### src/rtl/maze_pkg.sv
// ============================================================================
// Module      : maze_pkg
// Description : Shared maze definitions: game states, move states, size limits
//               and the wall-map index function used by controller and renderer.
// Revision    : 1.0
// ============================================================================
`default_nettype none

package maze_pkg;

    typedef enum logic [1:0] {
        ST_WELCOME = 2'd0,
        ST_PLAY    = 2'd1,
        ST_WIN     = 2'd2
    } game_state_t;

    typedef enum logic [1:0] {
        M_IDLE  = 2'd0,
        M_CALC  = 2'd1,
        M_CHECK = 2'd2,
        M_WAIT  = 2'd3
    } move_state_t;

    localparam logic [4:0] START_POS = 5'd1;
    localparam logic [4:0] NUM_MIN   = 5'd5;
    localparam logic [4:0] NUM_MAX   = 5'd19;

    // Row-major wall-map bit index; for legal sizes the result never exceeds 360.
    function automatic logic [8:0] map_index(input logic [4:0] x,
                                             input logic [4:0] y,
                                             input logic [4:0] n);
        logic [9:0] w_prod;
        w_prod = ({5'd0, y} * {5'd0, n}) + {5'd0, x};
        return w_prod[8:0];
    endfunction

endpackage

`default_nettype wire

### src/rtl/maze_game_ctrl_key_cond.sv
// ============================================================================
// Module      : key_cond
// Description : Button conditioning: 2-flop synchronizer, debounce, press pulse
//               and optional auto-repeat while the key stays held.
// Revision    : 1.0
// ============================================================================
`default_nettype none

module key_cond #(
    parameter int DEBOUNCE_CYCLES = 250000,
    parameter int REPEAT_CYCLES   = 5000000,
    parameter bit REPEAT_EN       = 1'b1
) (
    input  logic clk,
    input  logic rst,
    input  logic i_key,
    output logic o_pulse
);

    localparam int DBW = $clog2(DEBOUNCE_CYCLES + 1);
    localparam int RPW = $clog2(REPEAT_CYCLES + 1);
    localparam logic [DBW-1:0] c_DB_LAST  = DBW'(DEBOUNCE_CYCLES - 1);
    localparam logic [RPW-1:0] c_REP_LAST = RPW'(REPEAT_CYCLES - 1);

    logic [1:0]     r_sync;
    logic           r_level;
    logic [DBW-1:0] r_db_cnt;
    logic [RPW-1:0] r_rep_cnt;
    logic           r_pulse;

    always_ff @(posedge clk) begin
        if (rst) begin
            r_sync    <= 2'b00;
            r_level   <= 1'b0;
            r_db_cnt  <= '0;
            r_rep_cnt <= '0;
            r_pulse   <= 1'b0;
        end else begin
            r_sync  <= {r_sync[0], i_key};
            r_pulse <= 1'b0;
            if (r_sync[1] != r_level) begin
                if (r_db_cnt == c_DB_LAST) begin
                    r_level   <= r_sync[1];
                    r_db_cnt  <= '0;
                    r_rep_cnt <= '0;
                    r_pulse   <= r_sync[1];
                end else begin
                    r_db_cnt <= r_db_cnt + DBW'(1);
                end
            end else begin
                r_db_cnt <= '0;
                // Repeat period restarts at every debounced rise.
                if (REPEAT_EN && r_level) begin
                    if (r_rep_cnt == c_REP_LAST) begin
                        r_rep_cnt <= '0;
                        r_pulse   <= 1'b1;
                    end else begin
                        r_rep_cnt <= r_rep_cnt + RPW'(1);
                    end
                end
            end
        end
    end

    assign o_pulse = r_pulse;

endmodule

`default_nettype wire

### src/rtl/maze_game_ctrl.sv
// ============================================================================
// Module      : maze_game_ctrl
// Description : Welcome/play/win sequencer owning the player position; moves are
//               validated against the wall map and committed on frame_start.
// Revision    : 1.0
// ============================================================================
`default_nettype none

module maze_game_ctrl
    import maze_pkg::*;
#(
    parameter int DEBOUNCE_CYCLES = 250000,
    parameter int REPEAT_CYCLES   = 5000000
) (
    input  logic         vga_clk,
    input  logic         rst_sys,
    input  logic         key_up,
    input  logic         key_down,
    input  logic         key_left,
    input  logic         key_right,
    input  logic         key_start,
    input  logic         frame_start,
    input  logic [4:0]   num,
    input  logic [360:0] map,
    output logic [1:0]   state,
    output logic [4:0]   x_index,
    output logic [4:0]   y_index,
    output logic [9:0]   step_count,
    output logic         move_busy
);

    logic w_p_up, w_p_down, w_p_left, w_p_right, w_p_start;

    key_cond #(.DEBOUNCE_CYCLES(DEBOUNCE_CYCLES), .REPEAT_CYCLES(REPEAT_CYCLES), .REPEAT_EN(1'b1))
        u_key_up    (.clk(vga_clk), .rst(rst_sys), .i_key(key_up),    .o_pulse(w_p_up));
    key_cond #(.DEBOUNCE_CYCLES(DEBOUNCE_CYCLES), .REPEAT_CYCLES(REPEAT_CYCLES), .REPEAT_EN(1'b1))
        u_key_down  (.clk(vga_clk), .rst(rst_sys), .i_key(key_down),  .o_pulse(w_p_down));
    key_cond #(.DEBOUNCE_CYCLES(DEBOUNCE_CYCLES), .REPEAT_CYCLES(REPEAT_CYCLES), .REPEAT_EN(1'b1))
        u_key_left  (.clk(vga_clk), .rst(rst_sys), .i_key(key_left),  .o_pulse(w_p_left));
    key_cond #(.DEBOUNCE_CYCLES(DEBOUNCE_CYCLES), .REPEAT_CYCLES(REPEAT_CYCLES), .REPEAT_EN(1'b1))
        u_key_right (.clk(vga_clk), .rst(rst_sys), .i_key(key_right), .o_pulse(w_p_right));
    key_cond #(.DEBOUNCE_CYCLES(DEBOUNCE_CYCLES), .REPEAT_CYCLES(REPEAT_CYCLES), .REPEAT_EN(1'b0))
        u_key_start (.clk(vga_clk), .rst(rst_sys), .i_key(key_start), .o_pulse(w_p_start));

    game_state_t r_state,  w_state_nxt;
    move_state_t r_mstate, w_mstate_nxt;
    logic [4:0]  r_num_q, w_num_q_nxt;
    logic [4:0]  r_x, w_x_nxt, r_y, w_y_nxt;
    logic [4:0]  r_tx, w_tx_nxt, r_ty, w_ty_nxt;
    logic [8:0]  r_idx, w_idx_nxt;
    logic [9:0]  r_steps, w_steps_nxt;
    logic        w_move_start;
    logic        w_any_dir;
    logic        w_at_goal;

    assign w_any_dir = w_p_up | w_p_down | w_p_left | w_p_right;
    assign w_at_goal = (r_x == (r_num_q - 5'd2)) && (r_y == (r_num_q - 5'd2));

    always_comb begin
        w_state_nxt  = r_state;
        w_mstate_nxt = r_mstate;
        w_num_q_nxt  = r_num_q;
        w_x_nxt      = r_x;
        w_y_nxt      = r_y;
        w_tx_nxt     = r_tx;
        w_ty_nxt     = r_ty;
        w_idx_nxt    = r_idx;
        w_steps_nxt  = r_steps;
        w_move_start = 1'b0;
        case (r_state)
            ST_WELCOME: begin
                if (w_p_start && (num >= NUM_MIN) && (num <= NUM_MAX)) begin
                    w_state_nxt  = ST_PLAY;
                    w_mstate_nxt = M_IDLE;
                    w_num_q_nxt  = num;
                    w_x_nxt      = START_POS;
                    w_y_nxt      = START_POS;
                    w_steps_nxt  = 10'd0;
                end
            end
            ST_PLAY: begin
                case (r_mstate)
                    M_IDLE: begin
                        if (w_at_goal) begin
                            w_state_nxt = ST_WIN;
                        end else if (w_any_dir) begin
                            // Priority up > down > left > right; the rest are dropped.
                            w_move_start = 1'b1;
                            w_mstate_nxt = M_CALC;
                            w_tx_nxt     = r_x;
                            w_ty_nxt     = r_y;
                            if (w_p_up)        w_ty_nxt = r_y - 5'd1;
                            else if (w_p_down) w_ty_nxt = r_y + 5'd1;
                            else if (w_p_left) w_tx_nxt = r_x - 5'd1;
                            else               w_tx_nxt = r_x + 5'd1;
                        end
                    end
                    M_CALC: begin
                        // Underflow wraps to 31, so the range test also rejects it.
                        if ((r_tx >= r_num_q) || (r_ty >= r_num_q)) begin
                            w_mstate_nxt = M_IDLE;
                        end else begin
                            w_idx_nxt    = map_index(r_tx, r_ty, r_num_q);
                            w_mstate_nxt = M_CHECK;
                        end
                    end
                    M_CHECK: begin
                        w_mstate_nxt = map[r_idx] ? M_WAIT : M_IDLE;
                    end
                    M_WAIT: begin
                        if (frame_start) begin
                            w_x_nxt      = r_tx;
                            w_y_nxt      = r_ty;
                            w_steps_nxt  = (r_steps == 10'd1023) ? r_steps : r_steps + 10'd1;
                            w_mstate_nxt = M_IDLE;
                        end
                    end
                endcase
            end
            ST_WIN: begin
                if (w_p_start) w_state_nxt = ST_WELCOME;
            end
            default: w_state_nxt = ST_WELCOME;
        endcase
    end

    always_ff @(posedge vga_clk) begin
        if (rst_sys) begin
            r_state  <= ST_WELCOME;
            r_mstate <= M_IDLE;
            r_num_q  <= NUM_MIN;
            r_x      <= START_POS;
            r_y      <= START_POS;
            r_tx     <= START_POS;
            r_ty     <= START_POS;
            r_idx    <= 9'd0;
            r_steps  <= 10'd0;
        end else begin
            r_state  <= w_state_nxt;
            r_mstate <= w_mstate_nxt;
            r_num_q  <= w_num_q_nxt;
            r_x      <= w_x_nxt;
            r_y      <= w_y_nxt;
            r_tx     <= w_tx_nxt;
            r_ty     <= w_ty_nxt;
            r_idx    <= w_idx_nxt;
            r_steps  <= w_steps_nxt;
        end
    end

    assign state      = r_state;
    assign x_index    = r_x;
    assign y_index    = r_y;
    assign step_count = r_steps;
    assign move_busy  = (r_mstate != M_IDLE) || w_move_start;

endmodule

`default_nettype wire

### config.mk
export PLATFORM = sky130hd
export DESIGN_NAME = maze_game_ctrl
export DESIGN_NICKNAME = d
export VERILOG_FILES = /design/src/rtl/maze_pkg.sv /design/src/rtl/maze_game_ctrl_key_cond.sv /design/src/rtl/maze_game_ctrl.sv
export SDC_FILE = /design/constraint.sdc
export NUM_CORES = 1
export LEC_CHECK = 0
export CORE_MARGIN = 2
export CORE_UTILIZATION = 55
export CTS_BUF_LIST = sky130_fd_sc_hd__clkbuf_16
export DETAILED_ROUTE_END_ITERATION = 8
export GPL_ROUTABILITY_DRIVEN = 1
export HOLD_SLACK_MARGIN = 0.08
export PLACE_DENSITY_LB_ADDON = 0.15
export SLEW_MARGIN = 20
export SYNTH_ARGS = -nofsm -noshare
export SYNTH_HDL_FRONTEND = slang
export SYNTH_SLANG_ARGS = --single-unit
export TNS_END_PERCENT = 5
### constraint.sdc
create_clock -name vga_clk -period 6.98 [get_ports vga_clk]
set_input_delay 1.047 -clock vga_clk [delete_from_list [all_inputs] [get_ports vga_clk]]
set_output_delay 1.047 -clock vga_clk [all_outputs]
set_load 0.05 [all_outputs]
==> results of run 1 <==
area by class of cell:
cell class                 count  share of cell area (%)
multi-input combinational   1423                    49.1
sequential                   250                    23.9
timing repair buffer         405                    19.2
clock buffer                  29                    3.46
tap                          384                    2.29
clock inverter                23                    1.05
inverter                      57                    1.02
antenna                        1                  0.0119
layer usage:
metal | global-route usage, % | wire length, µm
met5 | 0 | 12
met4 | 9.73 | 1560
met3 | 7.70 | 4380
met2 | 52.0 | 23600
met1 | 41.5 | 20500
registers in the layout, summed over array words and instances, names as in the netlist, 9 cells and up:
name / cells
r_idx: 9
step_count: 10
u_key_down.r_db_cnt: 18
u_key_down.r_rep_cnt: 23
u_key_left.r_db_cnt: 18
u_key_left.r_rep_cnt: 23
u_key_right.r_db_cnt: 18
u_key_right.r_rep_cnt: 23
u_key_start.r_db_cnt: 18
u_key_up.r_db_cnt: 18
u_key_up.r_rep_cnt: 23
stage by stage:
step                      hold slack, ns  power (mW)
final                              0.435        3.23
after global routing               0.452        3.33
after CTS                          0.439        3.26
after detailed placement           0.428        1.77
after global placement             0.423        1.77
after floorplan                    0.413        1.53
logic make-up after synthesis:
family	count (synthesis)	share of synthesized area [%]
adders and majority gates	68	5.90
AOI/OAI and AO/OA	317	12.5
buffers and inverters	153	4.25
and+or+nand+nor	773	24.0
muxes	154	15.9
DFF	250	31.3
xor gates and xnor gates	111	6.09
layout by cell type (no fill, tap or decap), types with 6 or more instances in the layout:
cell type                         instances
sky130_fd_sc_hd__a211oi_1                11
sky130_fd_sc_hd__a21o_1                  17
sky130_fd_sc_hd__a21oi_1                 98
sky130_fd_sc_hd__a22oi_1                 16
sky130_fd_sc_hd__a311oi_1                26
sky130_fd_sc_hd__a31oi_1                 11
sky130_fd_sc_hd__and2_1                  22
sky130_fd_sc_hd__and3_1                  32
sky130_fd_sc_hd__and4_1                  10
sky130_fd_sc_hd__buf_4                   10
sky130_fd_sc_hd__clkbuf_16               29
sky130_fd_sc_hd__clkdlybuf4s50_1        395
sky130_fd_sc_hd__clkinv_1                 6
sky130_fd_sc_hd__dfxtp_1                247
sky130_fd_sc_hd__fa_1                    14
sky130_fd_sc_hd__ha_1                    48
sky130_fd_sc_hd__inv_1                   61
sky130_fd_sc_hd__mux2_2                  16
sky130_fd_sc_hd__mux2i_1                 60
sky130_fd_sc_hd__mux4_2                  78
sky130_fd_sc_hd__nand2_1                140
sky130_fd_sc_hd__nand2b_1                14
sky130_fd_sc_hd__nand3_1                 81
sky130_fd_sc_hd__nand3b_1                 7
sky130_fd_sc_hd__nand4_1                 37
sky130_fd_sc_hd__nor2_1                 258
sky130_fd_sc_hd__nor2b_1                 20
sky130_fd_sc_hd__nor3_1                  43
sky130_fd_sc_hd__nor3b_1                 11
sky130_fd_sc_hd__nor4_1                  26
sky130_fd_sc_hd__nor4b_1                  9
sky130_fd_sc_hd__o211ai_1                 7
sky130_fd_sc_hd__o21ai_0                 71
sky130_fd_sc_hd__o221ai_1                 6
sky130_fd_sc_hd__o22ai_1                 10
sky130_fd_sc_hd__or2_2                   11
sky130_fd_sc_hd__or3_1                   28
sky130_fd_sc_hd__or4_1                    7
sky130_fd_sc_hd__xnor2_1                 53
sky130_fd_sc_hd__xor2_1                  58
report_power, final:
group          total (mW)  switching, mW  internal [mW]  leakage (nW)
logic               0.314         0.0881          0.225          4.66
registers            1.43        0.00277           1.43          2.02
clock network        1.49          0.586          0.899         0.485
how the worst max path moves through the flow:
stage	end	depth (start not counted)
4_1_cts	move_busy	6
2_1_floorplan	r_idx[8]$_SDFFE_PP0P_	14
3_5_place_dp	move_busy	6
6_report	move_busy	6
3_3_place_gp	move_busy	6
5_1_grt	move_busy	6
==> flow_summary_export.csv, run 1 <==
group,metric,value,unit
yosys,async_reset_ff_share,0,%
power_and_ir_drop,power_density,154,nW/µm²
timing,slew_violations,0,
power_and_ir_drop,worst_ir_drop_on_vdd,0.210,mV
clock_tree,cts-root-to-sink-buffers,3,
drt,wl_per_cell,19.5,µm
critical_path,reg2reg_setup_slack,3.27,ns
final_layout,design_area,21000,µm²
floorplanning,boundaryPins,397,
placement,dp_worst_setup_slack,2.79,ns
final_layout,area_of_all_sequential_standard_cells,5020,µm²
timing,fin_worst_skew,0.0296,ns
critical_path,rr_startpoint,"r_ty[2]$_SDFFE_PP0P_",
yosys,syn-cell-area,16000,µm²
job,cap_viol_max_count,0,
grt,first_global_vias,14630,
critical_path,critical_path.top_delay_family,"simple AND/OR/NAND/NOR gates",
critical_path,max_stage_delay,0.85,ns
yosys,avgSynthCellArea,8.75,µm²
yosys,synth_sequential_area_ratio,31.3,%
timing,period_minus_slack,4.79,ns
final_layout,utilization,73.3,%
worst_hold_path,holdPathEnd,"u_key_right.r_sync[1]$_SDFF_PP0_",
drt,remaining_drc_errors,0,
critical_path,crit_path_start_kind,"flop",
clock_tree,cts-hold-fix-buffers,0,
critical_path,critPathKind,"flop to output port",
floorplanning,die_y,174,µm
yosys,postSynthRegisterBits,250,
drt,drt_first_iter_violations,1212,
clock_tree,cts_tree,"built",
drt,detailedRoute.firstPassIterationCount,5,
drt,number_of_nets_still_failing_antenna_checks_after_routing,0,
critical_path,timing.critical_path.required,5.93,ns
grt,maximum_number_of_pins_on_one_net_before_global_route_repair,71,
worst_hold_path,min_path_cells,1,
yosys,syn_inst,1826,
critical_path,critical-path-slowest-cell,"sky130_fd_sc_hd__clkdlybuf4s50_1",
drt,via_count,15368,
critical_path,arrival_time_at_the_worst_endpoint,3.75,ns
yosys,ys_top_cells_by_area,"sky130_fd_sc_hd__dfxtp_1, sky130_fd_sc_hd__mux4_2, sky130_fd_sc_hd__nor2_1, sky130_fd_sc_hd__ha_1, sky130_fd_sc_hd__mux2i_1",
timing,timing.max_slew.rel_slack,38.6,%
drt,routed_wl,50000,µm
floorplanning,core_area,28600,µm²
final_layout,n_fill_cell,2153,
placement,place.port_buffers,396,
timing,fmaxAchievable,0.209,GHz
timing,tcrit_tclk_final,68.7,%
final_layout,multi_input_area,10300,µm²
yosys,synth_commonest_cells,"sky130_fd_sc_hd__nor2_1, sky130_fd_sc_hd__dfxtp_1, sky130_fd_sc_hd__nand2_1",
floorplanning,die_area,30400,µm²
clock_tree,post_cts_resize_count,0,
grt,grt_overflow,0,
worst_hold_path,hp-start,"u_key_right.r_sync[0]$_SDFF_PP0_",
critical_path,critPathLaunch,"r_num_q[1]$_SDFFE_PP0P_",
placement,dpl.cell_count,2519,
clock_tree,htree_levels,1,
yosys,synth_top_area_cell,"sky130_fd_sc_hd__dfxtp_1",
final_layout,finish.net_count,2601,
critical_path,end_kind,"output port",
floorplanning,std_cell_rows,62,
outcome,run_status,"completed",
power_and_ir_drop,p_leak,7.16,nW
clock_tree,root_buffer,"sky130_fd_sc_hd__clkbuf_16",
yosys,synthesis.nets,2262,
grt,grt_pass1_wl,78400,µm
critical_path,worstPathBufferInverterCount,1,
placement,dpl_cell_area,20000,µm²
placement,detailed_place_hpwl,38100,µm
timing,unrepaired_setup_endpoints_after_global_routing,"no",
yosys,synth.distinct_cells,79,
timing,postLayoutSetupSlackWorst,2.19,ns
drt,route.detailed.vias_per_inst,5.98,
critical_path,worst-r2r-cell-count,14,
timing,final.setup.tns,0,ns
critical_path,timing.rr.end,"r_idx[8]$_SDFFE_PP0P_",
timing,final_hold_viol_count,0,
floorplanning,initial_utilization,55.8,%
timing,worst-slew-pin-transition,0.921,ns
clock_tree,clk-insertion-delay-late,0.54,ns
yosys,synth-edff-count,0,
yosys,yosysTopAreaCellShare,31.3,%
grt,antenna_found_initial,3,
final_layout,final_instance_count_without_filler_cells,2572,
placement,gpl.final_weighted_congestion,0.917,
critical_path,critical_path.most_common_cell,"sky130_fd_sc_hd__and3_1",
yosys,yosys.cell_count.top_type,"sky130_fd_sc_hd__nor2_1",
critical_path,crit_path_cell_trace,"or4_1 > and3_1 > o2111ai_1 > and3_1 > or3_1 > clkdlybuf4s50_1",
yosys,synth_warnings,0,
clock_tree,worst_path_clk_slew,0.06,ns
floorplanning,fp.dieW,174,µm
critical_path,path_max_fanout,16,
final_layout,synthToLayoutAreaGrowth,31.3,%
final_layout,final_layout_size_suffix_gt1_share,7.77,%
grt,grt_use_total,31.8,%
yosys,postSynth.topFlopCell,"sky130_fd_sc_hd__dfxtp_1",
clock_tree,cts-buffers-inserted,28,
clock_tree,buffers_inserted_during_post_cts_setup_optimization,0,
clock_tree,clock-sinks,250,
timing,report.final.setup_viol,0,
worst_hold_path,min_path_type,"flop to flop",
(Power assumes the default switching activity.)
==> run 2: changes to the inputs <==
- CORE_UTILIZATION: 55 -> 51
- clock period: 6.98 -> 5 ns (I/O delays scaled with it)
==> flow_summary_export.csv, run 2 (synthesis results as in run 1) <==
group,metric,value,unit
drt,routed_wl,51100,µm
grt,antenna_found_initial,7,
critical_path,arrival_time_at_the_worst_endpoint,3.53,ns
clock_tree,cts-hold-fix-buffers,0,
drt,via_count,15206,
floorplanning,std_cell_rows,64,
critical_path,path_max_fanout,16,
timing,slew_violations,0,
final_layout,finish.net_count,2601,
critical_path,crit_path_start_kind,"flop",
grt,grt_pass1_wl,78900,µm
timing,tcrit_tclk_final,85.6,%
clock_tree,post_cts_resize_count,0,
power_and_ir_drop,worst_ir_drop_on_vdd,0.292,mV
power_and_ir_drop,power_density,208,nW/µm²
timing,unrepaired_setup_endpoints_after_global_routing,"no",
timing,timing.max_slew.rel_slack,40.0,%
floorplanning,die_area,32800,µm²
floorplanning,core_area,30700,µm²
final_layout,design_area,20900,µm²
clock_tree,worst_path_clk_slew,0.06,ns
floorplanning,boundaryPins,397,
clock_tree,buffers_inserted_during_post_cts_setup_optimization,0,
grt,grt_overflow,0,
final_layout,multi_input_area,10300,µm²
timing,final.setup.tns,0,ns
timing,postLayoutSetupSlackWorst,0.720,ns
grt,grt_use_total,30.0,%
drt,detailedRoute.firstPassIterationCount,7,
final_layout,final_layout_size_suffix_gt1_share,7.78,%
power_and_ir_drop,p_leak,7.10,nW
placement,place.port_buffers,396,
floorplanning,fp.dieW,181,µm
final_layout,n_fill_cell,2550,
clock_tree,root_buffer,"sky130_fd_sc_hd__clkbuf_16",
drt,wl_per_cell,19.8,µm
placement,detailed_place_hpwl,39800,µm
grt,first_global_vias,14548,
floorplanning,initial_utilization,51.9,%
timing,fmaxAchievable,0.234,GHz
final_layout,final_cell_mix,"sky130_fd_sc_hd__clkdlybuf4s50_1, sky130_fd_sc_hd__nor2_1, sky130_fd_sc_hd__dfxtp_1",
timing,fin_worst_skew,0.0268,ns
timing,final_hold_viol_count,0,
clock_tree,clk-insertion-delay-late,0.55,ns
clock_tree,htree_levels,1,
placement,dpl_cell_area,20000,µm²
job,cap_viol_max_count,0,
worst_hold_path,min_path_type,"flop to flop",
drt,drt_first_iter_violations,1192,
grt,met2_usage,48.6,%
drt,remaining_drc_errors,0,
clock_tree,cts_tree,"built",
timing,report.final.setup_viol,0,
final_layout,most_common_cell_after_layout_fill_and_taps_aside,"sky130_fd_sc_hd__clkdlybuf4s50_1",
floorplanning,die_y,181,µm
outcome,run_status,"completed",
placement,gpl.final_weighted_congestion,0.952,
critical_path,critPathKind,"flop to output port",
drt,number_of_nets_still_failing_antenna_checks_after_routing,0,
timing,worst-slew-pin-transition,0.900,ns
clock_tree,cts-root-to-sink-buffers,3,
clock_tree,cts-buffers-inserted,27,
grt,met1_usage,39.0,%
grt,grt.busiest_layer,"met2",
final_layout,synthToLayoutAreaGrowth,30.9,%
critical_path,end_kind,"output port",
drt,route.detailed.vias_per_inst,5.88,
critical_path,timing.critical_path.required,4.25,ns
clock_tree,clock-sinks,250,
final_layout,area_of_all_sequential_standard_cells,5010,µm²
timing,period_minus_slack,4.28,ns
placement,dp_worst_setup_slack,1.29,ns
grt,met3_usage,7.52,%
grt,maximum_number_of_pins_on_one_net_before_global_route_repair,76,
## run 2: final timing paths
kind                                   endpoint                               start  cells after the start  slack (ns)
max                                   move_busy             r_num_q[1]$_SDFFE_PP0P_                      9        0.72
max reg2reg               r_idx[8]$_SDFFE_PP0P_                r_ty[2]$_SDFFE_PP0P_                     14        1.25
min reg2reg  u_key_start.r_db_cnt[0]$_SDFF_PP0_  u_key_start.r_db_cnt[0]$_SDFF_PP0_                      1        0.44
min          u_key_start.r_db_cnt[0]$_SDFF_PP0_  u_key_start.r_db_cnt[0]$_SDFF_PP0_                      1        0.44
## run 2: layout make-up
cell class,instances,share of cell area (%)
diodes,4,0.0479
clock buffers,27,3.23
clock inverters,22,0.856
inverters,57,1.02
multi-input cells,1423,49.2
flip-flops and latches,250,24.0
well taps,396,2.37
repair buffers,406,19.3
## run 2: per-stage QoR
stage	hold slack, ns	cells	total power, mW	util [%]
detailed placement	0.434	2532	2.48	65.2
global placement	0.423	2532	2.47	65.2
finish	0.442	2585	4.35	68.0
CTS	0.448	2581	4.39	68.0
global route	0.457	2585	4.50	68.0
floorplan	0.413	1826	2.14	-
## run 2: layer usage
| layer | up-vias | wire (µm) |
|---|---|---|
| met2 | 459 | 23800 |
| met5 | - | 27 |
| met1 | 7298 | 21800 |
| met3 | 86 | 3800 |
| li1 | 7359 | - |
| met4 | 4 | 1650 |
## run 2: critical path: stages (launching register included)
cell and delay [ns]:
sky130_fd_sc_hd__dfxtp_1 0.57, sky130_fd_sc_hd__inv_1 0.15, sky130_fd_sc_hd__ha_1 0.23, sky130_fd_sc_hd__xnor2_1 0.18, sky130_fd_sc_hd__mux2i_1 0.20, sky130_fd_sc_hd__o2111ai_1 0.16
sky130_fd_sc_hd__and3_1 0.18, sky130_fd_sc_hd__buf_4 0.20, sky130_fd_sc_hd__or3_1 0.35, sky130_fd_sc_hd__clkdlybuf4s50_1 0.76
## run 2: power breakdown
part	internal [mW]	switching, mW	total (mW)
registers	2.00	0.00368	2.00
clock network	1.09	0.825	1.92
logic	0.314	0.123	0.437
